### src/rtl/systolic_skew_feeder_pkg.sv
// Shared parameters and state encoding for the systolic array feeder and MAC array.
package tpu_pkg;
    localparam int unsigned BITS_AB = 8;
    localparam int unsigned DIM     = 8;

    typedef enum logic [1:0] {LOAD, FULL, STREAM, DONE} feeder_state_t;
endpackage

### src/rtl/systolic_skew_feeder_skew_lane.sv
// One lane of the skew feeder: holds its column of the operand block and
// selects element (step - LANE), or zero padding outside the diagonal.
module skew_lane #(
    parameter int unsigned BITS_AB = tpu_pkg::BITS_AB,
    parameter int unsigned DIM     = tpu_pkg::DIM,
    parameter int unsigned LANE    = 0,
    parameter int unsigned CW      = 4,
    parameter int unsigned TW      = 4
) (
    input  logic               clk,
    input  logic               rst_n,
    input  logic               wr_en,
    input  logic [CW-1:0]      wr_idx,
    input  logic [BITS_AB-1:0] wr_data,
    input  logic [TW-1:0]      step,
    output logic [BITS_AB-1:0] sel
);
    logic [BITS_AB-1:0] col [DIM];

    always_ff @(posedge clk or negedge rst_n) begin
        if (!rst_n) begin
            for (int unsigned k = 0; k < DIM; k++) col[k] <= '0;
        end else if (wr_en) begin
            for (int unsigned k = 0; k < DIM; k++)
                if (32'(wr_idx) == k) col[k] <= wr_data;
        end
    end

    // Entry k of this column belongs to stream step LANE + k.
    always_comb begin
        sel = '0;
        for (int unsigned k = 0; k < DIM; k++)
            if (32'(step) == LANE + k) sel = col[k];
    end
endmodule

### src/rtl/systolic_skew_feeder.sv
// Buffers a DIM x DIM operand block, then streams it into a systolic edge
// with lane i delayed i cycles; holds the load/stream state machine.
module systolic_skew_feeder
    import tpu_pkg::*;
#(
    parameter int unsigned BITS_AB = tpu_pkg::BITS_AB,
    parameter int unsigned DIM     = tpu_pkg::DIM
) (
    input  logic                   clk,
    input  logic                   rst_n,
    input  logic                   vec_valid,
    input  logic [DIM*BITS_AB-1:0] vec_data,
    output logic                   vec_ready,
    input  logic                   start,
    output logic                   busy,
    output logic [DIM*BITS_AB-1:0] a_out,
    output logic                   en_out,
    output logic                   done
);
    localparam int unsigned CW = $clog2(DIM + 1);
    localparam int unsigned TW = $clog2(2 * DIM - 1);
    localparam logic [CW-1:0] C_LAST = CW'(DIM - 1);
    localparam logic [TW-1:0] T_LAST = TW'(2 * DIM - 2);

    feeder_state_t          state;
    logic [CW-1:0]          count;
    logic [TW-1:0]          t;
    logic [TW-1:0]          step_nxt;
    logic                   accept;
    logic [DIM*BITS_AB-1:0] stream_data;

    assign accept = vec_valid && vec_ready && (state == LOAD);

    // Lanes look one step ahead so a_out can be registered with latency 1.
    always_comb begin
        step_nxt = '0;
        if (state == STREAM) step_nxt = t + 1'b1;
    end

    for (genvar i = 0; i < DIM; i++) begin : g_lane
        skew_lane #(
            .BITS_AB (BITS_AB),
            .DIM     (DIM),
            .LANE    (i),
            .CW      (CW),
            .TW      (TW)
        ) u_lane (
            .clk     (clk),
            .rst_n   (rst_n),
            .wr_en   (accept),
            .wr_idx  (count),
            .wr_data (vec_data[i*BITS_AB +: BITS_AB]),
            .step    (step_nxt),
            .sel     (stream_data[i*BITS_AB +: BITS_AB])
        );
    end

    always_ff @(posedge clk or negedge rst_n) begin
        if (!rst_n) begin
            state     <= LOAD;
            count     <= '0;
            t         <= '0;
            a_out     <= '0;
            en_out    <= 1'b0;
            busy      <= 1'b0;
            done      <= 1'b0;
            vec_ready <= 1'b1;
        end else begin
            case (state)
                LOAD: begin
                    if (accept) begin
                        count <= count + 1'b1;
                        if (count == C_LAST) begin
                            state     <= FULL;
                            vec_ready <= 1'b0;
                        end
                    end
                end
                FULL: begin
                    if (start) begin
                        state  <= STREAM;
                        t      <= '0;
                        busy   <= 1'b1;
                        en_out <= 1'b1;
                        a_out  <= stream_data;
                    end
                end
                STREAM: begin
                    if (t == T_LAST) begin
                        state  <= DONE;
                        en_out <= 1'b0;
                        a_out  <= '0;
                        busy   <= 1'b0;
                        done   <= 1'b1;
                    end else begin
                        t     <= t + 1'b1;
                        a_out <= stream_data;
                    end
                end
                DONE: begin
                    state     <= LOAD;
                    done      <= 1'b0;
                    count     <= '0;
                    t         <= '0;
                    vec_ready <= 1'b1;
                end
                default: state <= LOAD;
            endcase
        end
    end
endmodule

### config.mk
export PLATFORM = sky130hd
export DESIGN_NAME = systolic_skew_feeder
export DESIGN_NICKNAME = d
export VERILOG_FILES = /design/src/rtl/systolic_skew_feeder_pkg.sv /design/src/rtl/systolic_skew_feeder_skew_lane.sv /design/src/rtl/systolic_skew_feeder.sv
export SDC_FILE = /design/constraint.sdc
export NUM_CORES = 1
export LEC_CHECK = 0
export CAP_MARGIN = 10
export CORE_UTILIZATION = 40
export CTS_CLUSTER_SIZE = 20
export DETAILED_ROUTE_END_ITERATION = 8
export PLACE_DENSITY = 0.67
export SLEW_MARGIN = 5
export SYNTH_ARGS = -nofsm -noshare
export SYNTH_HDL_FRONTEND = slang
export SYNTH_SLANG_ARGS = --single-unit
### constraint.sdc
create_clock -name clk -period 3.42 [get_ports clk]
set_clock_uncertainty 0.05 [all_clocks]
set_input_delay 0.684 -clock clk [delete_from_list [all_inputs] [get_ports clk]]
set_output_delay 0.684 -clock clk [all_outputs]
set_load 0.005 [all_outputs]
==> results by group <==
Outcome
  • Status: complete, but fails checks
  • Failing checks: setup timing

Drt
  • DRT iter0 DRCs: 1678
  • Final WL: around 80000 µm
  • Wire length on met3: 5380 µm
  • DR WL/cell: between 20 and 25 µm
  • Met1 wire length: about 33000 µm
  • First-pass DRT Iterations: 7
  • DR top layer: met5
  • Routed wl met2: between 30000 and 40000 µm
  • Remaining DRCs: 0
  • DR vias/cell: between 6 and 7
  • Via count: between 15000 and 20000
  • Post-route ant nets: 0

Global route
  • Largest net degree at the start of global routing: 80
  • First-pass GRT wire length: 122000 µm
  • Total GRT Usage: 23.2%
  • Grt total ovfl: 0
  • Vias in the first global route: 20345
  • Initial antenna violation count: 4

Critical path
  • Crit path kind: reg2reg
  • Crit-path max FO: 25
  • Worst path cell trace: clkinv_1, ha_4, inv_1, nand2_1, nor3_2, buf_4, a32oi_1, a21oi_1, a2bb2oi_1
  • Reg-to-Reg Start: t[0]$_DFFE_PN0P_
  • Critical Path Source: t[0]$_DFFE_PN0P_
  • Slowest stage cell, crit path: nor3_2
  • Crit. End Element: flop
  • WP data arrival: 3.93 ns
  • CP Launch Type: flop
  • Delay of the slowest cell on the worst path: ~0.69 ns
  • Worst EP required: 3.91 ns

Power and ir drop
  • Power Total: 25.6 mW
  • Worst vdd rail ir drop: 0.430 mV
  • Cell leakage power: approximately 15 nW
  • PwrDens: 802 nW/µm²

Synthesis
  • Top_reg_cell synth: dfrtp_1
  • Top-count cell post-synth: dfrtp_1
  • Mean post-synth cell area: 12.5 µm²
  • Top post-synthesis cells by area: dfrtp_1 (54%), mux2_2 (22%), a21oi_1 (2.1%)
  • Area fraction of the dominant cell type after synthesis: 54.3%
  • Net Count, Synth: 2248
  • Mapped Area: between 20000 and 30000 µm²
  • Yosys cell types: 72
  • Asr flop ratio synth: 100%
  • Sequential share of the synthesized area: 54.4%
  • Syn Inst Count: 2169
  • Yosys reg bits: roughly 600
  • Commonest cells post-synth: dfrtp_1 (588), mux2_2 (522), nor2_1 (115)
  • EDFF count, synth: 0
  • Post-synth top area cell: dfrtp_1
  • Yosys warns: 0

Clock tree
  • CTS sink cnt: 589
  • Post-CTS setup buffers: 0
  • Clk root buf: clkbuf_16
  • CTS Hold Bufs: 0
  • TritonCTS clock tree: built
  • Worst skew pair latency: around 0.64 ns
  • CTS Buffer Depth: 3
  • Clock transition at the registers of the reported paths: around 0.060 ns
  • Post-CTS sizing: 0
  • H-tree depth: 2
  • TritonCTS Buffers: 60

Placement
  • Worst slack at placement: 0.165 ns
  • Port Buffer Count: 135
  • Dpl cells: 3115
  • HPWL Detailed: approximately 50000 µm
  • Placer Congestion: 0.889

Die
  • Io pins: 136
  • Die extent in x: 262 µm
  • Full die area: slightly below 70000 µm²
  • Die height: ~260 µm
  • Initial Util: between 40% and 50%
  • Core area: 67000 µm²
  • Num rows: 95

Finish
  • Final net count: approximately 2400
  • Final Non-Filler Cells: 3227
  • Register area: between 10000 and 15000 µm²
  • Final-layout fill cell count: between 5000 and 6000
  • Area grow syn2layout: 17.8%
  • Share of cells above drive strength 1: 32.3%
  • Multi-input gate area: roughly 12000 µm²

STA
  • Slew Viols, Final: 0
  • Least-Margin Pin Slew: roughly 1.1 ns
  • Slew Limit Headroom: 25.1%
  • Unrepaired setup endpoints after global routing: no
  • Final setup viols: 1
  • Fmax: 0.291 GHz
  • Period utilization: 100%
  • Final Hold Viols: 0
  • Tmin final: approximately 3.4 ns
  • Setup WS post-layout: -0.0161 ns

Job
  • Maxcap violations: 0

Worst hold path
  • Hold Path Class: in2async
-- flip-flops by register name (all words and copies together) (netlist names) --
| name | flops |
|---|---|
| done | 1 |
| t | 4 |
| a_out | 64 |
| en_out | 1 |
| count | 4 |
| state | 2 |
| vec_ready | 1 |
| g_lane.u_lane.col | 512 |
-- layer usage --
metal  vias to the layer above  GRT usage, %
met2                       678          39.1
met3                       160          4.40
li1                       8464             -
met5                         -             0
met4                         6          7.02
met1                     10236          30.2
-- through the flow --
stage | util [%] | hold slack (ns) | area (µm²) | TNS, ns
global route | 47.6 | 0.114 | 31900 | 0
finish | 47.6 | 0.0579 | 31900 | -0.0161
global placement | 44.6 | 0.428 | 29900 | 0
CTS | 47.6 | 0.0718 | 31900 | 0
floorplan | - | 0.338 | 27100 | 0
detailed placement | 44.6 | 0.435 | 29900 | 0
-- cells by family after synthesis --
| logic type | synth area share, % |
|---|---|
| buffers and inverters | 2.93 |
| DFF | 54.4 |
| adders and majority gates | 0.508 |
| and+or+nand+nor | 5.35 |
| muxes | 22.3 |
| AOI/OAI and AO/OA | 14.5 |
-- layout by cell type (no fill, tap or decap), types with 11 or more instances in the layout --
master,Yosys,final
a211oi_1,18,18
a21oi_1,112,111
a221o_1,19,19
a222oi_1,20,20
a22o_1,17,17
a22oi_1,44,44
a2bb2oi_1,13,13
buf_12,0,20
buf_4,12,78
clkbuf_16,0,61
clkbuf_8,0,11
clkdlybuf4s50_1,0,134
clkinv_2,0,18
dfrtp_1,588,587
inv_1,11,11
mux2_2,522,522
mux2i_1,16,16
nand2_1,82,74
nand2b_1,28,28
nor2_1,115,114
nor3_1,13,12
o211ai_1,13,13
o21ai_0,59,58
o21ai_1,23,23
o22ai_1,64,64
o2bb2ai_1,15,15
o31ai_1,20,20
or3_1,21,21
-- report_power, final --
part	total, mW	leakage, nW	switching (mW)	internal (mW)
sequential	11.1	7.71	1.45	9.62
combinational	7.79	5.80	4.04	3.75
clock	6.73	1.01	2.78	3.95
total	25.6	14.5	8.28	17.3
-- cell type report --
| type | instances | share of cell area, % |
|---|---|---|
| multi-input cells | 1407 | 36.5 |
| clock inverters | 29 | 0.976 |
| well taps | 873 | 3.42 |
| diodes | 1 | 0.00784 |
| repair buffers | 233 | 7.34 |
| clock buffers | 82 | 5.38 |
| inverters | 13 | 0.153 |
| flip-flops and latches | 589 | 46.2 |
-- path summary, 6_finish.rpt --
| kind | endpoint | slack [ns] | cells after the start |
|---|---|---|---|
| worst max-delay path | a_out[51]$_DFFE_PN0P_ | -0.02 | 9 |
| worst min-delay path | g_lane[3].u_lane.col[15]$_DFFE_PN0P_ | 0.06 | 1 |
| worst max register to register | a_out[51]$_DFFE_PN0P_ | -0.02 | 9 |
| worst min register to register | g_lane[6].u_lane.col[4]$_DFFE_PN0P_ | 0.45 | 1 |
| max in group asynchronous | g_lane[6].u_lane.col[63]$_DFFE_PN0P_ | 2.35 | 2 |
| min in group clk | g_lane[6].u_lane.col[4]$_DFFE_PN0P_ | 0.45 | 1 |
-- critical path, delay by kind of cell (launching register included) --
kind	cells	cell delay, ns
flops	1	0.47
compound gates	3	0.59
buf+inv	3	0.87
simple gates	2	0.97
fa+ha+maj	1	0.36
Power figures use the tool's default switching activity.
